--- src/rtl/ctrl_pkg.sv ---
// rtl/ctrl_pkg.sv - shared encodings for the multi-cycle RV32I controller
package ctrl_pkg;

   typedef enum logic [3:0] {
      S_FETCH,
      S_DECODE,
      S_MEMADR,
      S_MEMRD,
      S_MEMWB,
      S_MEMWR,
      S_EXECR,
      S_EXECI,
      S_ALUWB,
      S_BRANCH,
      S_JALR,
      S_LINK,
      S_LUI,
      S_TRAP
   } state_t;

   localparam logic [6:0] OP_LOAD   = 7'b0000011;
   localparam logic [6:0] OP_STORE  = 7'b0100011;
   localparam logic [6:0] OP_REG    = 7'b0110011;
   localparam logic [6:0] OP_IMM    = 7'b0010011;
   localparam logic [6:0] OP_BRANCH = 7'b1100011;
   localparam logic [6:0] OP_JAL    = 7'b1101111;
   localparam logic [6:0] OP_JALR   = 7'b1100111;
   localparam logic [6:0] OP_LUI    = 7'b0110111;
   localparam logic [6:0] OP_AUIPC  = 7'b0010111;

   localparam logic [2:0] IMM_LOAD   = 3'b000;
   localparam logic [2:0] IMM_OPIMM  = 3'b001;
   localparam logic [2:0] IMM_SHIFT  = 3'b010;
   localparam logic [2:0] IMM_STORE  = 3'b011;
   localparam logic [2:0] IMM_UPPER  = 3'b100;
   localparam logic [2:0] IMM_BRANCH = 3'b101;
   localparam logic [2:0] IMM_JALR   = 3'b110;
   localparam logic [2:0] IMM_JAL    = 3'b111;

   localparam logic [1:0] SRCA_PC    = 2'b00;
   localparam logic [1:0] SRCA_OLDPC = 2'b01;
   localparam logic [1:0] SRCA_RS1   = 2'b10;
   localparam logic [1:0] SRCA_ZERO  = 2'b11;

   localparam logic [1:0] SRCB_RS2   = 2'b00;
   localparam logic [1:0] SRCB_IMM   = 2'b01;
   localparam logic [1:0] SRCB_FOUR  = 2'b10;

   localparam logic [1:0] ALU_ADD    = 2'b00;
   localparam logic [1:0] ALU_SUB    = 2'b01;
   localparam logic [1:0] ALU_FUNCT  = 2'b10;

   localparam logic [1:0] RES_ALUOUT = 2'b00;
   localparam logic [1:0] RES_MEM    = 2'b01;
   localparam logic [1:0] RES_ALU    = 2'b10;

endpackage

--- src/rtl/imm_sel.sv ---
// rtl/imm_sel.sv - opcode/funct3 to immediate-extender format
import ctrl_pkg::*;

module imm_sel (
   input  logic [6:0] i_opcode,
   input  logic [2:0] i_funct3,
   output logic [2:0] o_immSrc
);

   always_comb begin
      o_immSrc = IMM_LOAD;
      case (i_opcode)
         OP_LOAD:   o_immSrc = IMM_LOAD;
         OP_IMM:    o_immSrc = (i_funct3 == 3'b001 || i_funct3 == 3'b101) ? IMM_SHIFT : IMM_OPIMM;
         OP_STORE:  o_immSrc = IMM_STORE;
         OP_LUI,
         OP_AUIPC:  o_immSrc = IMM_UPPER;
         OP_BRANCH: o_immSrc = IMM_BRANCH;
         OP_JALR:   o_immSrc = IMM_JALR;
         OP_JAL:    o_immSrc = IMM_JAL;
         default:   o_immSrc = IMM_LOAD;
      endcase
   end

endmodule

--- src/rtl/mc_controller.sv ---
// rtl/mc_controller.sv - multi-cycle RV32I main controller FSM
import ctrl_pkg::*;

module mc_controller (
   input  logic       i_clk,
   input  logic       i_rst,
   input  logic [6:0] i_opcode,
   input  logic [2:0] i_funct3,
   input  logic       i_branchTaken,
   input  logic       i_memAck,
   output logic       o_memReq,
   output logic       o_memWrite,
   output logic       o_adrSrc,
   output logic       o_irWrite,
   output logic       o_pcWrite,
   output logic       o_pcSrc,
   output logic       o_regWrite,
   output logic [1:0] o_aluSrcA,
   output logic [1:0] o_aluSrcB,
   output logic [1:0] o_aluOp,
   output logic [1:0] o_resultSrc,
   output logic [2:0] o_immSrc,
   output logic       o_illegal
);

   state_t     state, state_next;
   logic [2:0] imm_fmt;
   logic       mem_req, mem_write, ir_write, pc_write, reg_write;

   imm_sel u_imm_sel (
      .i_opcode (i_opcode),
      .i_funct3 (i_funct3),
      .o_immSrc (imm_fmt)
   );

   always_ff @(posedge i_clk) begin
      if (i_rst) state <= S_FETCH;
      else       state <= state_next;
   end

   always_comb begin
      state_next = state;
      case (state)
         S_FETCH:  if (i_memAck) state_next = S_DECODE;
         S_DECODE: begin
            case (i_opcode)
               OP_LOAD, OP_STORE: state_next = S_MEMADR;
               OP_REG:            state_next = S_EXECR;
               OP_IMM:            state_next = S_EXECI;
               OP_BRANCH:         state_next = S_BRANCH;
               OP_JAL:            state_next = S_LINK;
               OP_JALR:           state_next = S_JALR;
               OP_LUI:            state_next = S_LUI;
               OP_AUIPC:          state_next = S_ALUWB;
               default:           state_next = S_TRAP;
            endcase
         end
         S_MEMADR: state_next = (i_opcode == OP_STORE) ? S_MEMWR : S_MEMRD;
         S_MEMRD:  if (i_memAck) state_next = S_MEMWB;
         S_MEMWB:  state_next = S_FETCH;
         S_MEMWR:  if (i_memAck) state_next = S_FETCH;
         S_EXECR,
         S_EXECI,
         S_LUI:    state_next = S_ALUWB;
         S_ALUWB,
         S_BRANCH,
         S_LINK:   state_next = S_FETCH;
         S_JALR:   state_next = S_LINK;
         S_TRAP:   state_next = S_TRAP;
         default:  state_next = S_TRAP;
      endcase
   end

   always_comb begin
      mem_req     = 1'b0;
      mem_write   = 1'b0;
      ir_write    = 1'b0;
      pc_write    = 1'b0;
      reg_write   = 1'b0;
      o_adrSrc    = 1'b0;
      o_pcSrc     = 1'b0;
      o_aluSrcA   = SRCA_PC;
      o_aluSrcB   = SRCB_RS2;
      o_aluOp     = ALU_ADD;
      o_resultSrc = RES_ALUOUT;
      o_illegal   = 1'b0;
      case (state)
         S_FETCH: begin
            mem_req     = 1'b1;
            ir_write    = i_memAck;
            pc_write    = i_memAck;
            o_aluSrcB   = SRCB_FOUR;
            o_resultSrc = RES_ALU;
         end
         S_DECODE: begin
            o_aluSrcA = SRCA_OLDPC;
            o_aluSrcB = SRCB_IMM;
         end
         S_MEMADR, S_JALR: begin
            o_aluSrcA = SRCA_RS1;
            o_aluSrcB = SRCB_IMM;
         end
         S_MEMRD: begin
            mem_req  = 1'b1;
            o_adrSrc = 1'b1;
         end
         S_MEMWB: begin
            reg_write   = 1'b1;
            o_resultSrc = RES_MEM;
         end
         S_MEMWR: begin
            mem_req   = 1'b1;
            mem_write = 1'b1;
            o_adrSrc  = 1'b1;
         end
         S_EXECR: begin
            o_aluSrcA = SRCA_RS1;
            o_aluOp   = ALU_FUNCT;
         end
         S_EXECI: begin
            o_aluSrcA = SRCA_RS1;
            o_aluSrcB = SRCB_IMM;
            o_aluOp   = ALU_FUNCT;
         end
         S_ALUWB:  reg_write = 1'b1;
         S_BRANCH: begin
            o_aluSrcA = SRCA_RS1;
            o_aluOp   = ALU_SUB;
            pc_write  = i_branchTaken;
            o_pcSrc   = 1'b1;
         end
         S_LINK: begin
            o_aluSrcA   = SRCA_OLDPC;
            o_aluSrcB   = SRCB_FOUR;
            o_resultSrc = RES_ALU;
            reg_write   = 1'b1;
            pc_write    = 1'b1;
            o_pcSrc     = 1'b1;
         end
         S_LUI: begin
            o_aluSrcA = SRCA_ZERO;
            o_aluSrcB = SRCB_IMM;
         end
         S_TRAP:  o_illegal = 1'b1;
         default: o_illegal = 1'b1;
      endcase
   end

   // Strobes are held low for the whole reset cycle so an abandoned request cannot glitch.
   assign o_memReq   = mem_req   & ~i_rst;
   assign o_memWrite = mem_write & ~i_rst;
   assign o_irWrite  = ir_write  & ~i_rst;
   assign o_pcWrite  = pc_write  & ~i_rst;
   assign o_regWrite = reg_write & ~i_rst;
   assign o_immSrc   = (state == S_FETCH) ? IMM_LOAD : imm_fmt;

endmodule
--- config.mk ---
export PLATFORM = sky130hd
export DESIGN_NAME = mc_controller
export DESIGN_NICKNAME = d
export VERILOG_FILES = /design/src/rtl/ctrl_pkg.sv /design/src/rtl/imm_sel.sv /design/src/rtl/mc_controller.sv
export SDC_FILE = /design/constraint.sdc
export NUM_CORES = 1
export LEC_CHECK = 0
export ABC_AREA = 1
export BUFFER_PORTS_ARGS = -buffer_cell sky130_fd_sc_hd__buf_4
export CORE_MARGIN = 10
export CORE_UTILIZATION = 35
export CTS_CLUSTER_SIZE = 20
export DETAILED_ROUTE_END_ITERATION = 10
export GPL_TIMING_DRIVEN = 0
export PLACE_DENSITY = 0.68
export SLEW_MARGIN = 20
export SYNTH_ARGS = -nofsm -noshare
export SYNTH_HDL_FRONTEND = slang
export SYNTH_SLANG_ARGS = --single-unit
--- constraint.sdc ---
create_clock -name i_clk -period 1.6 [get_ports i_clk]
set_input_delay 0.32 -clock i_clk [delete_from_list [all_inputs] [get_ports i_clk]]
set_output_delay 0.32 -clock i_clk [all_outputs]
set_load 0.02 [all_outputs]
==> results by group <==
Run status
  – Run status: complete, but fails checks
  – Failing checks: setup timing

Min path
  – Worst min path class: input port to flip-flop

STA
  – Setup repair after global routing missed its margin: yes
  – Final critical-path setup slack: -0.0459 ns
  – Number of hold-slack violations in the final timing report: 0
  – Final number of max-transition violations: 0
  – Worst Hold Margin: 0.421 ns
  – Clk_skew: 0.00657 ns
  – Final Cycle Share: 103%
  – Maximum clock frequency: 0.608 GHz
  – Setup_tns: -0.106 ns
  – Pin slew with the least headroom to its limit: 0.232 ns
  – Time the final worst path needs with I/O delays and setup: 1.65 ns
  – Final setup violating endpoints: 4
  – Relative slew slack: 84.4%

Synth
  – Count of flip-flops with a built-in enable after synthesis: 0
  – Ranking of synthesized cells by instance count: nand2_1 (33), nor2_1 (29), inv_1 (28), nand3_1 (11)
  – Area share of the largest cell type after synthesis: 19.2%
  – Avg Inst Size Synth: 4.93 µm²
  – Yosys warning total: 0
  – Dominant register cell in the synthesized netlist: dfxtp_1
  – Cells taking the most area after synthesis: nand2_1 (19%), nor2_1 (17%), inv_1 (16%)
  – Library cell with the largest summed area after synthesis: nand2_1
  – Post-synthesis cell count: 131
  – Cell Area, Synth: 646 µm²
  – Synthesized net count: 145
  – Flops & latches, synth: 4
  – Leading cell type by number of instances after synthesis: nand2_1
  – Async set-reset flop share out of synthesis: 0%
  – Sequential area share after synthesis: 12.4%
  – Count of different cell masters after synthesis: 18

Layout
  – Nets: 188
  – Count of antenna diodes in the layout: 0
  – Registers with the highest flip-flop counts: state x4
  – Max reg flops: 4
  – Area used by multi-input combinational logic: 539 µm²
  – Share of post-route cells with drive strength above 1: 44.2%
  – Area growth from synthesis to layout: 70.5%
  – Number of filler instances in the final layout: 185
  – Sequential cell area in the final layout: 95.1 µm²
  – Register with the most flip-flops: state

Critical path
  – Crit path capture type: output port
  – Largest fanout on the critical path: 4
  – Setup Crit Path Kind: flip-flop to output port
  – Required time of the worst setup path: 1.28 ns
  – Data arrival at the endpoint of the critical path: 1.33 ns
  – Type of element launching the critical path: flip-flop

Global routing
  – Number of global-route vias before repair: 987
  – Antenna violations before repair: 0
  – Total track usage: 12.3%
  – Wire length of the first global-routing pass: 4.17 mm
  – Leftover overflow at the end of global routing: 0
  – Maximum number of pins on one net before global-route repair: 7

Die
  – I/O Pins: 33
  – Rows: 15
  – Initial core utilization: 37.0%
  – Total core area: 1750 µm²
  – Die outline height: 63.0 µm
  – Width of the chip: 63.0 µm
  – Total die area: 3960 µm²

Placed design
  – Count of port buffers added during placement: 31
  – Weighted congestion at the end of routability-driven global placement: 0.837
  – Half-perimeter wire length after placement: 1.87 mm

Pwr
  – PwrDens: 1540 nW/µm²
  – Total leakage power: 0.000603 µW
  – Worst ir drop on vdd: 0.822 mV

Run
  – Number of max-capacitance violations reported: 0

Routing
  – Average wire per standard cell: 12.0 µm
  – Number of nets with antenna violations after routing: 0
  – Overall via count from detail_route: 963
  – Post-detailed-route DRC marker count: 0
  – Pre-antenna DRT Iters: 4
  – Vias/cell: 4.89
  – DRT iter0 DRCs: 42
  – Aggregate routed wire length: 2.37 mm

Clock network
  – H-Tree Depth: 1
  – Clock sink count: 4
  – Hold Buf Count CTS: 0
  – Clock tree from TritonCTS: done
  – Clock transition time at the flip-flop clock pins of the worst setup and hold paths: 0.04 ns
  – CTS Root Buffer Type: clkbuf_4
  – Buffers from clock root to sink, at most: 2
  – Clock latency reported for the late side of the worst-skew pair: 0.24 ns
  – CTS buffer count: 3
[cell families (layout without fill, tap and decap cells)]
| family | after synthesis | count (layout) | synth area share (%) |
|---|---|---|---|
| and+or+nand+nor | 83 | 83 | 56.4 |
| buffers and inverters | 28 | 69 | 16.3 |
| DFF | 4 | 4 | 12.4 |
| AOI/OAI and AO/OA | 16 | 16 | 14.9 |
[repair_timing]
| item | in CTS | in global routing |
|---|---|---|
| endpoints found under the hold margin | 0 | 0 |
| pin swaps | 6 | 5 |
| setup buffers | 7 | 0 |
| gates resized for setup | 24 | 19 |
| endpoints found under the setup margin | 12 | 12 |
[per-stage QoR]
stage	worst slack, ns	power [µW]	cell area (µm²)	util [%]	instances
after floorplan	0.0475	855	654	-	131
after global placement	-0.0656	1220	918	52.6	187
after detailed placement	-0.0905	1230	918	52.6	187
after CTS	-0.0270	1590	1050	60.1	197
after global routing	-0.101	1840	1100	63.1	197
final	-0.0459	1700	1100	63.1	197
[worst max-delay path, stage by stage, from the launching register on]
cell and delay, ns:
dfxtp_4 0.37, nor2_4 0.14, nand2_2 0.09, inv_1 0.09, nand2_2 0.07, a31oi_2 0.15, buf_4 0.16
[per-layer routing]
layer | global-route usage [%] | wire [µm]
met1 | 11.6 | 910
met2 | 21.3 | 1180
met3 | 4.12 | 169
met4 | 9.78 | 114
met5 | 0 | 0
[power breakdown]
| group | total [µW] | switching, µW | leakage [µW] | internal (µW) |
|---|---|---|---|---|
| clock | 129 | 45.0 | 0.0000138 | 84.1 |
| sequential | 243 | 87.0 | 0.0000356 | 156 |
| combinational | 1320 | 775 | 0.000554 | 549 |
| total | 1700 | 907 | 0.000603 | 789 |
[cells in the final DEF, fill, tap and decap left out, drive strengths merged]
cell and count:
buf 38, nand2 37, nor2 31, inv 28
nand3 12, a21oi 6, o21ai 6, dfxtp 4
clkbuf 3, o211ai 2, nand3b 1, nor3 1
nand4 1, a31oi 1, o21a 1
[final cells by class]
type,instances,area share (%)
repair buffers,38,27.3
flip-flops and latches,4,8.64
multi-input cells,99,49.0
well taps,25,2.84
clock buffers,3,2.05
inverters,28,10.2
[worst paths after layout]
path	cells after the start	slack [ns]	startpoint	to
setup / recovery	6	-0.05	state[3]	o_pcWrite
hold / removal	4	0.42	i_memAck	state[1]
hold reg to reg	2	0.66	state[2]	state[2]
setup reg to reg	7	0.30	state[3]	state[2]
(Power assumes the default switching activity.)
